### config.mk
export PLATFORM = sky130hd
export DESIGN_NAME = wait_state_seq
export DESIGN_NICKNAME = d
export VERILOG_FILES = /design/src/rtl/wait_state_seq.sv
export SDC_FILE = /design/constraint.sdc
export NUM_CORES = 1
export LEC_CHECK = 0
export CAP_MARGIN = 40
export CORE_ASPECT_RATIO = 1.4
export CORE_UTILIZATION = 54
export DETAILED_ROUTE_END_ITERATION = 6
export MAX_ROUTING_LAYER = met4
export PLACE_DENSITY = 0.77
export SLEW_MARGIN = 20
export SYNTH_ARGS = -nofsm -noshare
export SYNTH_HDL_FRONTEND = slang
export SYNTH_SLANG_ARGS = --single-unit
### constraint.sdc
create_clock -name CLKCPU -period 2.84 [get_ports CLKCPU]
set_input_delay 0.568 -clock CLKCPU [delete_from_list [all_inputs] [get_ports CLKCPU]]
set_output_delay 0.568 -clock CLKCPU [all_outputs]
set_load 0.02 [all_outputs]
### src/rtl/wait_state_seq.sv
// Wait-state sequencer: per-channel programmable wait count, external wait
// extension with timeout, and registered DSACK1/BERR cycle termination.
module wait_state_seq #(
  parameter  int unsigned CHANNELS      = 2,
  parameter  int unsigned WAIT_W        = 4,
  parameter  int unsigned DEFAULT_WAITS = 4,
  parameter  int unsigned TIMEOUT       = 255,
  localparam int unsigned CH_W          = (CHANNELS > 1) ? $clog2(CHANNELS) : 1,
  localparam int unsigned TMO_W         = (TIMEOUT > 1) ? $clog2(TIMEOUT + 1) : 1
) (
  input  logic                CLKCPU,
  input  logic                RESET,
  input  logic                AS20,
  input  logic [CHANNELS-1:0] SEL,
  input  logic                IDEWAIT,
  input  logic                CFG_WE,
  input  logic [CH_W-1:0]     CFG_CH,
  input  logic [WAIT_W-1:0]   CFG_DATA,
  output logic                DSACK1,
  output logic                BERR,
  output logic                BUSY,
  output logic [CH_W-1:0]     CH
);

  localparam logic [2:0] ST_IDLE  = 3'd0;
  localparam logic [2:0] ST_COUNT = 3'd1;
  localparam logic [2:0] ST_HOLD  = 3'd2;
  localparam logic [2:0] ST_ACK   = 3'd3;
  localparam logic [2:0] ST_ERR   = 3'd4;

  // HOLD cycles are counted from 0, so the last one before error is TIMEOUT-1
  localparam logic [TMO_W-1:0] TMO_LAST = TMO_W'(TIMEOUT - 1);

  logic [2:0]        state_q, state_d;
  logic [WAIT_W-1:0] cnt_q, cnt_d;
  logic [TMO_W-1:0]  tmo_q, tmo_d;
  logic [CH_W-1:0]   ch_q, ch_d;
  logic              dsack_q, berr_q, busy_q;
  logic [WAIT_W-1:0] waits_q [CHANNELS];

  logic              sel_hit;
  logic [CH_W-1:0]   sel_idx;
  logic [WAIT_W-1:0] sel_wait;

  // Lowest-index asserted select wins: scan high to low, last hit overrides
  always_comb begin
    sel_hit  = 1'b0;
    sel_idx  = '0;
    sel_wait = '0;
    for (int i = int'(CHANNELS) - 1; i >= 0; i--) begin
      if (!SEL[i]) begin
        sel_hit  = 1'b1;
        sel_idx  = CH_W'(i);
        sel_wait = waits_q[i];
      end
    end
  end

  always_comb begin
    state_d = state_q;
    cnt_d   = cnt_q;
    tmo_d   = tmo_q;
    ch_d    = ch_q;
    case (state_q)
      ST_IDLE: begin
        if (!AS20 && sel_hit) begin
          state_d = ST_COUNT;
          ch_d    = sel_idx;
          cnt_d   = sel_wait;
        end
      end
      ST_COUNT: begin
        if (AS20) begin
          state_d = ST_IDLE;
        end else if (cnt_q != '0) begin
          cnt_d = cnt_q - WAIT_W'(1);
        end else if (IDEWAIT) begin
          state_d = ST_ACK;
        end else begin
          state_d = ST_HOLD;
          tmo_d   = '0;
        end
      end
      ST_HOLD: begin
        if (AS20) begin
          state_d = ST_IDLE;
        end else if (IDEWAIT) begin
          state_d = ST_ACK;
        end else begin
          tmo_d = tmo_q + TMO_W'(1);
          if (tmo_q == TMO_LAST) state_d = ST_ERR;
        end
      end
      ST_ACK, ST_ERR: begin
        if (AS20) state_d = ST_IDLE;
      end
      default: state_d = ST_IDLE;
    endcase
  end

  // Outputs are decoded from the next state so they appear right after the edge
  always_ff @(posedge CLKCPU or negedge RESET) begin
    if (!RESET) begin
      state_q <= ST_IDLE;
      cnt_q   <= '0;
      tmo_q   <= '0;
      ch_q    <= '0;
      dsack_q <= 1'b1;
      berr_q  <= 1'b1;
      busy_q  <= 1'b0;
    end else begin
      state_q <= state_d;
      cnt_q   <= cnt_d;
      tmo_q   <= tmo_d;
      ch_q    <= ch_d;
      dsack_q <= (state_d != ST_ACK);
      berr_q  <= (state_d != ST_ERR);
      busy_q  <= (state_d != ST_IDLE);
    end
  end

  // Out-of-range CFG_CH matches no entry and is dropped
  always_ff @(posedge CLKCPU or negedge RESET) begin
    if (!RESET) begin
      for (int i = 0; i < int'(CHANNELS); i++) waits_q[i] <= WAIT_W'(DEFAULT_WAITS);
    end else if (CFG_WE) begin
      for (int i = 0; i < int'(CHANNELS); i++) begin
        if (CFG_CH == CH_W'(i)) waits_q[i] <= CFG_DATA;
      end
    end
  end

  assign DSACK1 = dsack_q;
  assign BERR   = berr_q;
  assign BUSY   = busy_q;
  assign CH     = ch_q;

endmodule
======== Word level (Yosys, flattened, before mapping) ========
Cells that the tools add are included.
cells by class
  mux-type cells .......................... 24
  bitwise gates (word level) .............. 1
  equal/unequal tests ..................... 14
  reduce and logical (&&, ||, !) cells .... 13
  add/subtract/negate cells ............... 2
operators by type and width
  kind                                                                count
  8-bit two-way mux                                                   5
  3-bit two-way mux                                                   7
  4-bit two-way mux                                                   5
  8-bit one-hot mux with 2 select lines                               1
  2-bit != test, second input constant                                7
  3-bit one-hot mux with 4 select lines                               1
  8-bit by 1-bit adder with 8-bit output, second input constant       1
  8-bit == test, second input constant                                1
  4-bit one-hot mux with 2 select lines                               1
  3-bit by 2-bit == test with 1-bit output, second input constant     2
  2-bit AND reduction                                                 3
  6-bit AND reduction                                                 1
  1-bit two-way mux                                                   4
  4-bit AND reduction                                                 1
  2-bit nonzero test                                                  2
  4-bit nonzero test                                                  1
  4-bit by 1-bit subtractor with 4-bit output, second input constant  1
  3-bit by 1-bit == test with 1-bit output, second input constant     1
  3-bit == test, second input constant                                1
  3-bit logical NOT                                                   1
  3-bit by 2-bit != test with 1-bit output, second input constant     1
  3-bit != test, second input constant                                1
  3-bit nonzero test                                                  1
  2-bit OR reduction                                                  1
  other kinds (3)                                                     3
word-level totals
  logic and storage cells ................. 63
  input port bits ......................... 12
  output and inout port bits .............. 4
  bits in registers ....................... 27

======== Depth between registers and ports, before layout ========
  word-level depth ........................ 6
  mapped depth ............................ 7
  depth with buffers taken out ............ 6

======== Least setup slack after synthesis ========
Ideal clock, no wire load.
  kind .................................... register -> register
  from .................................... register cnt_q[0]
  to ...................................... register tmo_q[7]
  arrival ................................. 1,677 ps
  buffers on the path ..................... 0
  required time ........................... 2,763 ps
  path slack .............................. 1,085 ps
  setup time .............................. 77 ps
  period minus slack after synthesis ...... 1,755 ps
  cell stages (with the launch flop) ...... 7
  path through ............................ dfrtp_1 inv_1 ha_1 nor3b_2 a21oi_1 or4_1 a21oi_1
between the ends
  cells in the longest elaborated chain, start to end .. 3
ends and longest elaborated chain
  element                        RTL line  RTL
  start: declaration             35        logic [WAIT_W-1:0] cnt_q, cnt_d;
  start signal: assignment       113       cnt_q <= cnt_d;
  4-bit nonzero test             75        end else if (cnt_q != '0) begin
  2-bit != test (no line)        --
  6-bit AND reduction (no line)  --
  end signal: assignment         114       tmo_q <= tmo_d;
  end: declaration               36        logic [TMO_W-1:0] tmo_q, tmo_d;
No other way between the ends.
A chain may end at the register's enable or synchronous reset.

======== Final worst setup path ========
  from .................................... register dsack_q, in the netlist DSACK1
  to ...................................... output port DSACK1
RTL lines
  element                   RTL line  RTL
  start: declaration        38        logic dsack_q, berr_q, busy_q;
  start signal: assignment  116       dsack_q <= (state_d != ST_ACK);
  end: declaration          19        output logic DSACK1,
No word-level cell between the ends.

==> summary.txt <==
Run status
  • Result of the run: completed

Hold path
  • Hold Crit Class: flip-flop to flip-flop
  • Cell depth of the worst hold path: 1

STA
  • Final worst path period need: 2.022 ns
  • Achievable clock frequency: 494.5 MHz
  • Post-route clock period utilization: 0.7121
  • Setup Viol. Count Final: 0
  • Worst Skew: 0.007843 ns
  • Final sum of negative setup slack: 0 ns
  • Hold Violations, Final: 0
  • Slew at the pin closest to its max-slew limit: 0.4815 ns
  • Setup repair after global routing missed its margin: no
  • Number of max-slew violations in the final report: 0
  • Max-slew headroom at the worst pin: 0.6776

Worst setup path
  • Kind of end point of the critical path: primary output
  • Required @ worst endpoint: 2.27 ns
  • FF-to-FF path depth: 6
  • Highest-delay cell along the critical path: sky130_fd_sc_hd__clkdlybuf4s50_1
  • Number of buffer and inverter stages on the critical path: 1
  • Maximum fanout encountered on the critical timing path: 1
  • Number of cells on the critical path: 1
  • Path type of the worst setup path: flip-flop to primary output
  • Critical path data arrival time: 1.45 ns
  • Top Family by Delay on Critical Path: buffers and inverters
  • Element type at the critical path start: flip-flop
  • Maximum cell stage delay along the critical path: 0.59 ns
  • List of cells traversed by the critical path: clkdlybuf4s50_1

Layout
  • Fill cells: 201
  • Layout Nets: 159
  • Layout overhead on the synthesized area: 15.11%
  • Fraction of final layout cells sized beyond drive strength 1: 0.1958
  • Number of antenna cells inserted: 0
  • Final core area utilization: 0.6625

Drt
  • Via-per-instance ratio: 5.774
  • Length of the first detailed-routing pass in iterations: 4
  • DRC violation total after the first TritonRoute iteration: 17
  • Number of vias after detailed routing: 1022
  • Number of nets with antenna violations after detailed routing: 0
  • Number of remaining DRC errors: 0
  • Wirelength per Cell: 13.62 um
  • Total wire length after detailed routing: 2.410 mm

Synth
  • Biggest area contributors in the synthesized netlist: sky130_fd_sc_hd__dfrtp_1, sky130_fd_sc_hd__dfstp_2, sky130_fd_sc_hd__mux2_2, sky130_fd_sc_hd__a211oi_4, sky130_fd_sc_hd__ha_1
  • Synth Cell Area: 1391 sq um
  • Most numerous cell in the Yosys netlist: sky130_fd_sc_hd__dfrtp_1
  • Asr flop ratio synth: 1.000
  • Post-synth cell types: 44
  • Number of nets in the synthesized netlist: 140
  • Average instance area after synthesis: 11.13 sq um
  • Count of flip-flops with a built-in enable after synthesis: 0
  • Number of synthesis warnings: 0
  • Sequential-to-total area share from yosys stat: 0.4892
  • Number of synthesized register bits: 27
  • Leading register cell type out of synthesis: sky130_fd_sc_hd__dfrtp_1
  • Proportion of netlist area held by the largest area contributor: 0.4137
  • Library cell with the largest summed area after synthesis: sky130_fd_sc_hd__dfrtp_1
  • Post-synth top cells: sky130_fd_sc_hd__dfrtp_1, sky130_fd_sc_hd__mux2_2, sky130_fd_sc_hd__a21oi_1, sky130_fd_sc_hd__inv_1
  • Post-synthesis instance total: 125

CTS
  • Total CTS buffers: 3
  • Number of resized instances in the post-cts repair step: 0
  • Longest Clk Path Bufs: 2
  • Post-CTS Repair Setup Buffers: 0
  • Clock-pin slew on the worst setup and hold paths: 0.14 ns
  • CTS tree: built
  • Root Buffer: sky130_fd_sc_hd__clkbuf_4
  • H-tree levels: 1
  • Clock insertion delay at the later pin of the skew report: 0.32 ns
  • Hold-fix buffers at CTS: 0
  • Number of sinks handled by clock tree synthesis: 27

Pwr
  • Portion of total power attributed to the clock network: 0.166
  • Net switching power of the design: 0.3143 mW
  • Combinational fraction of design power: 0.296
  • Part of the power in registers: 0.538
  • Worst IR Drop VDD: 0.3822 mV
  • Static power due to leakage: 0.6609 nW
  • Cell-internal power: 0.6575 mW
  • Cell area power density: 606.8 nW/um^2
  • Share of total power consumed by net switching: 0.3234

Global routing
  • Vias in the first global route: 993
  • Overall Global Routing Usage: 0.2163
  • Number of antenna violations at the first check in global routing: 0
  • Maximum number of pins on one net before global-route repair: 28
  • Total global routing overflow: 0
  • Wire length of the first global-routing pass: 4.319 mm

Run
  • Maximum capacitance violations: 0

Floorplan
  • Number of primary I/O pins: 16
  • Row Count: 21
  • Core Footprint: 2417 sq um
  • Area enclosed by the die boundary: 2786 sq um
  • Die height: 62.06 um
  • Horiz. Die Dim: 44.90 um
  • Initial core utilization: 0.5756

Placement
  • Final weighted congestion of routability-driven global placement: 0.7481
  • HPWL after detailed placement: 1.834 mm
  • Count of port buffers added during placement: 15
-- power groups by stage --
stage          registers [mW]  clock network [mW]  logic, mW
2_1_floorplan           0.523                   0      0.202
3_3_place_gp            0.528                   0      0.281
3_5_place_dp            0.532                   0      0.289
4_1_cts                 0.524               0.169      0.291
5_1_grt                 0.532               0.183      0.329
6_report                0.523               0.162      0.287
-- stage by stage --
| step | total power, mW | hold slack, ns | cell area (sq um) | cells | worst slack [ns] |
|---|---|---|---|---|---|
| after floorplan | 0.7247 | 0.2724 | 1391 | 125 | 1.085 |
| after global placement | 0.8091 | 0.4940 | 1575 | 173 | 0.5221 |
| after detailed placement | 0.8208 | 0.4940 | 1575 | 173 | 0.5012 |
| after CTS | 0.9834 | 0.5214 | 1602 | 177 | 0.8006 |
| after global routing | 1.044 | 0.5422 | 1602 | 177 | 0.7128 |
| final | 0.9718 | 0.5183 | 1602 | 177 | 0.8178 |
-- state kept, by name, indices dropped and copies added, names as in the netlist --
name,cells
tmo_q,8
cnt_q,4
BERR,1
BUSY,1
waits_q,8
state_q,3
CH,1
DSACK1,1
-- per-layer routing --
layer  routed length (um)  track usage  up-vias
met3                   61      0.02601        2
met4                   13      0.06494        0
met5                    0            -        -
met2                 1300       0.3739       12
met1                 1035       0.2645      512
li1                     -            -      496
-- cell usage in the layout, fill, tap and decap left out, drive strengths merged, types with 2 or more instances in the layout --
master,instances
clkbuf,4
nand3b,2
mux2,9
nand2,6
a211oi,2
a221oi,2
or4,3
nand2b,3
a21oi,7
and3,4
xor2,2
clkdlybuf4s50,15
nor2b,3
ha,3
nand3,5
or3,4
nor3b,2
o21ai,8
nor3,3
dfrtp,23
nand4,2
nor2,5
inv,8
dfstp,4
-- cells by family (layout without fill, tap and decap cells) --
logic type,after synthesis,in the layout,share of synthesized area
buffers and inverters,10,28,0.03327
AOI/OAI and AO/OA,29,29,0.1556
xor gates and xnor gates,2,2,0.01259
muxes,9,9,0.07284
adders and majority gates,3,3,0.02698
and+or+nand+nor,45,45,0.2095
DFF,27,27,0.4892
-- area by class of cell --
cell class / instances / area, sq um / area share
clock buffers: 4 / 26.28 / 0.01641
well taps: 34 / 42.54 / 0.02656
inverters: 8 / 30.03 / 0.01875
flip-flops and latches: 27 / 680.7 / 0.4250
repair buffers: 16 / 157.7 / 0.09844
multi-input cells: 88 / 664.4 / 0.4148
-- final timing paths --
path,slack (ns),endpoint,startpoint
max,0.82,DSACK1,DSACK1
max reg2reg,0.89,tmo_q[7],cnt_q[0]
min reg2reg,0.52,CH,CH
max in group asynchronous,1.94,waits_q[6],RESET
min,0.52,CH,CH
min in group asynchronous,0.59,cnt_q[1],RESET
Note: power is estimated with default switching activity, not from simulation.
